## src/rtl/pipe_hazard_unit.sv

```systemverilog
// pipe_hazard_unit: in-flight rd tracking driving forward selects, load-use/RAW stalls, jump flushes and saturating stall/flush counters
module pipe_hazard_unit #(
  parameter int NUM_STAGES = 3,
  parameter int REG_ADDR_W = 5,
  parameter int FWD_EN = 1,
  parameter int CNT_W = 32
) (
  input  logic                                   clk,
  input  logic                                   reset,
  input  logic                                   id_valid,
  input  logic [REG_ADDR_W-1:0]                  id_rs1_addr,
  input  logic [REG_ADDR_W-1:0]                  id_rs2_addr,
  input  logic                                   id_rs1_used,
  input  logic                                   id_rs2_used,
  input  logic [REG_ADDR_W-1:0]                  id_rd_addr,
  input  logic                                   id_rd_wen,
  input  logic                                   id_is_load,
  input  logic                                   ex_jump_flag,
  output logic                                   stall_if,
  output logic                                   stall_id,
  output logic                                   flush_id,
  output logic                                   flush_ex,
  output logic [$clog2(NUM_STAGES+1)-1:0]        fwd_sel_rs1,
  output logic [$clog2(NUM_STAGES+1)-1:0]        fwd_sel_rs2,
  output logic [CNT_W-1:0]                       stall_cnt,
  output logic [CNT_W-1:0]                       flush_cnt
);
  localparam int FW = $clog2(NUM_STAGES + 1);
  logic [NUM_STAGES-1:0] e_valid, e_wen, e_ld;
  logic [NUM_STAGES-1:0][REG_ADDR_W-1:0] e_rd;
  logic [1:0][REG_ADDR_W-1:0] src_addr;
  logic [1:0] src_used, src_hit, src_lu;
  logic [1:0][FW-1:0] src_k;
  logic hazard, sel_on;
  assign src_addr = {id_rs2_addr, id_rs1_addr};
  assign src_used = {id_rs2_used, id_rs1_used};
  always_comb begin
    src_hit = '0;
    src_lu = '0;
    src_k = '0;
    for (int s = 0; s < 2; s++)
      for (int k = NUM_STAGES - 1; k >= 0; k--)
        if (src_used[s] && src_addr[s] != '0 && e_valid[k] && e_wen[k] && e_rd[k] == src_addr[s]) begin
          src_hit[s] = 1'b1;
          src_lu[s] = k == 0 && e_ld[k];
          src_k[s] = FW'(k + 1);
        end
  end
  assign hazard = FWD_EN == 0 ? |src_hit : |src_lu;
  assign stall_id = !reset && id_valid && !ex_jump_flag && hazard;
  assign stall_if = stall_id;
  assign flush_id = !reset && ex_jump_flag;
  assign flush_ex = flush_id;
  assign sel_on = FWD_EN != 0 && !reset && id_valid;
  assign fwd_sel_rs1 = (sel_on && src_hit[0] && !src_lu[0]) ? src_k[0] : '0;
  assign fwd_sel_rs2 = (sel_on && src_hit[1] && !src_lu[1]) ? src_k[1] : '0;
  always_ff @(posedge clk or posedge reset)
    if (reset) begin
      e_valid <= '0;
      e_wen <= '0;
      e_ld <= '0;
      e_rd <= '0;
      stall_cnt <= '0;
      flush_cnt <= '0;
    end else begin
      e_valid[0] <= id_valid && !stall_id && !flush_ex;
      e_wen[0] <= id_rd_wen;
      e_ld[0] <= id_is_load;
      e_rd[0] <= id_rd_addr;
      for (int k = 1; k < NUM_STAGES; k++) begin
        e_valid[k] <= e_valid[k-1];
        e_wen[k] <= e_wen[k-1];
        e_ld[k] <= e_ld[k-1];
        e_rd[k] <= e_rd[k-1];
      end
      if (stall_id && !(&stall_cnt)) stall_cnt <= stall_cnt + CNT_W'(1);
      if (ex_jump_flag && !(&flush_cnt)) flush_cnt <= flush_cnt + CNT_W'(1);
    end
endmodule

```

## config.mk

```make
export PLATFORM = sky130hd
export DESIGN_NAME = pipe_hazard_unit
export DESIGN_NICKNAME = d
export VERILOG_FILES = /design/src/rtl/pipe_hazard_unit.sv
export SDC_FILE = /design/constraint.sdc
export NUM_CORES = 1
export LEC_CHECK = 0
export CORE_MARGIN = 1
export CORE_UTILIZATION = 41
export DETAILED_ROUTE_END_ITERATION = 10
export DONT_BUFFER_PORTS = 1
export GPL_TIMING_DRIVEN = 0
export HOLD_SLACK_MARGIN = 0.05
export PLACE_DENSITY = 0.62
export SKIP_LAST_GASP = 1
export SLEW_MARGIN = 20
export SYNTH_ARGS = -nofsm -noshare
export SYNTH_HDL_FRONTEND = slang
export SYNTH_SLANG_ARGS = --single-unit
```

## constraint.sdc

```tcl
create_clock -name clk -period 4.2 [get_ports clk]
set_input_delay 0.42 -clock clk [delete_from_list [all_inputs] [get_ports clk]]
set_output_delay 0.42 -clock clk [all_outputs]
set_load 0.005 [all_outputs]
```

# --- Word level (Yosys, flattened, before mapping) ---
# Index checks and enable logic that the tools add are counted.
totals:
  memories: 0
  regBits: 86
  romBits: 0
  mem_bits_rw: 0
  word_cells: 77
  input_bits: 23
  latch_bits: 0
  out_inout_bits: 72
classes:
  multipliers: 0
  mux: 16
  n_bitwise: 0
  magnitude_cmp: 0
  eq_ne: 6
  div_mod_pow: 0
  addsub: 2
  shift: 0
  n_reduce_logical: 45
ops:
  columns: ["op", "count"]
  rows:
  - ["adder 32 x 1 -> 32 bit (second input constant)", 2]
  - ["AND reduction 32 bit", 2]
  - ["logical AND 1 bit", 32]
  - ["equality test 5 bit", 6]
  - ["two-way mux 2 bit", 8]
  - ["nonzero test 5 bit", 2]
  - ["logical NOT 1 bit", 8]
  - ["two-way mux 1 bit", 8]
  - ["OR reduction 2 bit", 1]

# --- Longest topological paths before layout ---
depth:
  word_depth: 11
  mapped_depth: 8
  mapped_depth_nobuf: 7

# --- Worst setup path after synthesis ---
# OpenSTA, ideal clock, no wires.
synth_path:
  path_kind: "input to output"
  startpoint: "input port reset"
  endpoint: "output port stall_if"
  n_path_buf: 1
  setup_slack_ns: 0.370
  required_time_ns: 3.780
  arrival_time_ns: 3.410
  path_stages: 6
  cell_sequence: "inv_1 nand2_1 nor3_1 o21ai_2 inv_1 buf_4"
synth_between:
  elab_chain_cells: 4
synth_rtl:
  columns: ["element", "line_no", "text"]
  rows:
  - ["start: declaration", "9", "input logic reset,"]
  - ["logical NOT 1 bit (no source line)", null, null]
  - ["logical AND 1 bit (3 in series)", "50", "assign stall_id = !reset && id_valid && !ex_jump_flag && hazard;"]
  - ["end: declaration", "19", "output logic stall_if,"]
# Every way passes these cells.

# --- Final worst setup path ---
# Same ends and word-level chain as after synthesis.

==> metrics.md <==
| Metric | Value |
|---|---|
| Status | finished, final reports clean |
| Synthesis Warnings | 0 |
| Sw Ratio | a little under a quarter |
| Pleak | 0.00206 uW |
| Fin area | 4620 um^2 |
| Ys flop type | dfrtp_1 |
| Core ar. | 9770 um^2 |
| Top cells by area, synth | dfrtp_1 52%, xnor2_1 10%, xor2_1 8.9% |
| Dpl ws | 1.50 ns |
| Final setup fails | 0 |
| Mapped Cells | between 300 and 400 |
| Power Density | 395 nW/um^2 |
| Tot GR Track Use | 17.4% |
| Synth area leader | dfrtp_1 |
| Clock tree sinks | 86 |
| Top cell type's share of synthesized area | 51.9% |
| Total power | 1830 uW |
| Final Util | 47.3% |
| Final Cycle Share | 76.6% |
| Via count | between 2000 and 3000 |
| RSZ-0062 raised after global routing | no |
| Reg2reg start | stall_cnt[26]$_DFFE_PP0P_ |
| Area Overhead vs Synth | 11.6% |
| Post-synth cell types | 40 |
| Residual DRC | 0 |
| DIE HEIGHT | 103 um |
| Peak VDD IR | 0.000216 V |
| Die area | 10500 um^2 |
| Comb power frac | approximately 6.8% |
| TritonCTS Buffers | 9 |
| Cells along the critical path | dlygate4sd3_1, inv_4, buf_16, nand2_1, nor3_1, o21ai_2, inv_1, buf_4 |
| Initial antenna violation count | 1 |
| Final wirelength | 8630 um |
| Worst hold path type | in -> reg |
| Largest net degree at the start of global routing | 51 |
| Hold path startpoint | id_rd_addr[4] |
| Max-slew headroom | 52.0% |
| TritonCTS clock tree | yes |
| Async S/R FF share, synth | 100% |
| H-Tree Depth | 3 |
| Nets | 411 |
| Layout cells sized above 1 | between 9 and 10% |
| R2R setup slack | 1.87 ns |
| Commonest non-fill, non-tap cell in the layout | dfrtp_1 |
| Synthesized flop and latch total | 86 |
| Clock Skew | 0.0143 ns |
| Vias in the first global route | 2734 |
| PortBufs | 0 |
| Clock Power Share | between 40 and 50% |
| Pint | 1400 uW |
| Detailed Routing Iterations Pass 1 | 4 |
| Number of buffers and inverters on the critical path | 5 |
| Flop pwr share | 50.8% |
| Post-Syn Nets | 398 |
| Hold-critical path endpoint | e_rd[4]$_DFF_PP0_ |
| GPL Wtd Cong | 0.831 |
| Antenna viol nets, final | 0 |
| First-pass GRT wire length | about 14000 um |
| Starting Density | 42.4% |
| F_max | 311 MHz |
| Clock Latency Late Sink | 0.36 ns |
| Clk slew on worst S/H paths | 0.09 ns |
| Number of synthesized flops with an enable pin | 0 |
| Max-cap viol count | 0 |
| NetSw | 425 uW |
| Avg WL per Cell | 16.4 um |
| Fin. max-slew vios | 0 |
| Hold violation count in the final report | 0 |
| Via-to-Cell Ratio | 5.29 |
| Reg-to-Reg End | stall_cnt[1]$_DFFE_PP0P_ |
| Critical Path RT | between 3 and 4 ns |
| Setup Fix Bufs, Post-CTS | 0 |
| Clock Tree Buf Depth | 2 |
| Fin crit period | 3.22 ns |
| Setup Crit Path Kind | in -> out |
| Critical Path End Type | output pin |
| Critical path's top delay family | buffers and inverters |
| Commonest cells after routing, fill and taps aside | 86 x dfrtp_1, 49 x xnor2_1, 42 x xor2_1, 30 x nand3_1, 29 x nand2_1 |
| Startpoint Class | primary input |
| Worst-Margin Slew | 0.714 ns |
| I/O pin count | between 90 and 100 |
| Part of the Yosys area used for sequential elements | around 52% |
| Gr ovfl total | 0 |
| # rows | 36 |
| Dpl cell area | about 4300 um^2 |
| Initial DRC count | 96 |
| Hold depth | 0 |
| Final WS setup | 0.983 ns |
| Dpl hpwl | about 6300 um |
| Slowest CP cell | dlygate4sd3_1 |
| Chip Width | 103 um |
| Root buffer cell | clkbuf_8 |
| CP max FO | 50 |
| CP arrival | 2.80 ns |
| Cell Area, Synth | 4140 um^2 |
| Worst Reg-to-Reg Cells | 6 |
| Max incr delay on CP | 0.58 ns |
| Post-Syn Area per Cell | 11.1 um^2 |
## worst reg2reg max path, delay by kind of cell (launching register included)
kind | cells | cell delay [ns]
AOI/OAI and AO/OA | 1 | 0.23
buffers and inverters | 1 | 0.21
DFF | 1 | 0.47
muxes | 1 | 0.33
and+or+nand+nor | 3 | 0.99
## area by class of cell
class / count / area [um^2]
tap: 133 / 166
buffer: 6 / 53.8
multi-input combinational: 273 / 1910
clock buffer: 10 / 138
fill: 928 / 5150
sequential: 86 / 2150
inverter: 8 / 32.5
clock inverter: 6 / 133
antenna: 1 / 2.50
timing repair buffer: 2 / 37.5
## cells by family after synthesis
logic type | share of synthesized area, %
multiplexers | 0.544
AND/OR/NAND/NOR | 23.1
buffers and inverters | 2.02
adder cells (fa/ha/maj) | 0.604
AO/OA/AOI/OAI | 2.51
XOR/XNOR | 19.2
flip-flops | 51.9
## cells in the mapped netlist (all sizes together) (2+ instances only)
master  count
ha          2
a211oi      2
o21ai       4
dfrtp      86
nor4b       2
and4        6
nand3      30
nor3b       5
and3        8
xnor2      49
a21oi       2
inv         8
or4         7
nor2       29
xor2       42
mux2        2
buf         6
nand4      19
nand2      29
nor3       14
and2        3
nor4        9
## stage by stage
step	instances	TNS, ns	hold WS [ns]
after floorplan	373	0	0.354
after global placement	506	-18.26	0.358
after detailed placement	507	0	0.362
after CTS	524	0	0.0595
after global routing	525	0	0.0529
final	525	0	0.0855
## per-layer routing
metal  GRT usage, %  part of all wire (%)  wire [um]
met3           5.90                   7.0        606
met5              0                     0          0
met1           23.6                    47       4020
met4           7.36                   1.1         93
met2           25.3                    45       3910
## flip-flops by register name, indices dropped and copies added (netlist names)
signal,flops
flush_cnt,32
e_rd,15
e_ld,1
stall_cnt,32
e_wen,3
e_valid,3
## power by group through the flow
stage	clock network, uW	registers (uW)	logic [uW]
floorplan	0	931	102
detailed placement	0	945	126
global route	824	935	143
global placement	0	944	119
finish	776	928	123
CTS	791	929	127
## worst max path at each step
stage          start  endpoint  depth (start not counted)
2_1_floorplan  reset  stall_if                          6
3_3_place_gp   reset  stall_if                          6
3_5_place_dp   reset  stall_if                          7
4_1_cts        reset  stall_if                          8
5_1_grt        reset  stall_if                          8
6_report       reset  stall_if                          8
## repair_timing
action,CTS,global route
hold buffers,1,0
endpoints found under the hold margin,37,0
resized for setup,0,0
Note: power is estimated with default switching activity, not from simulation.
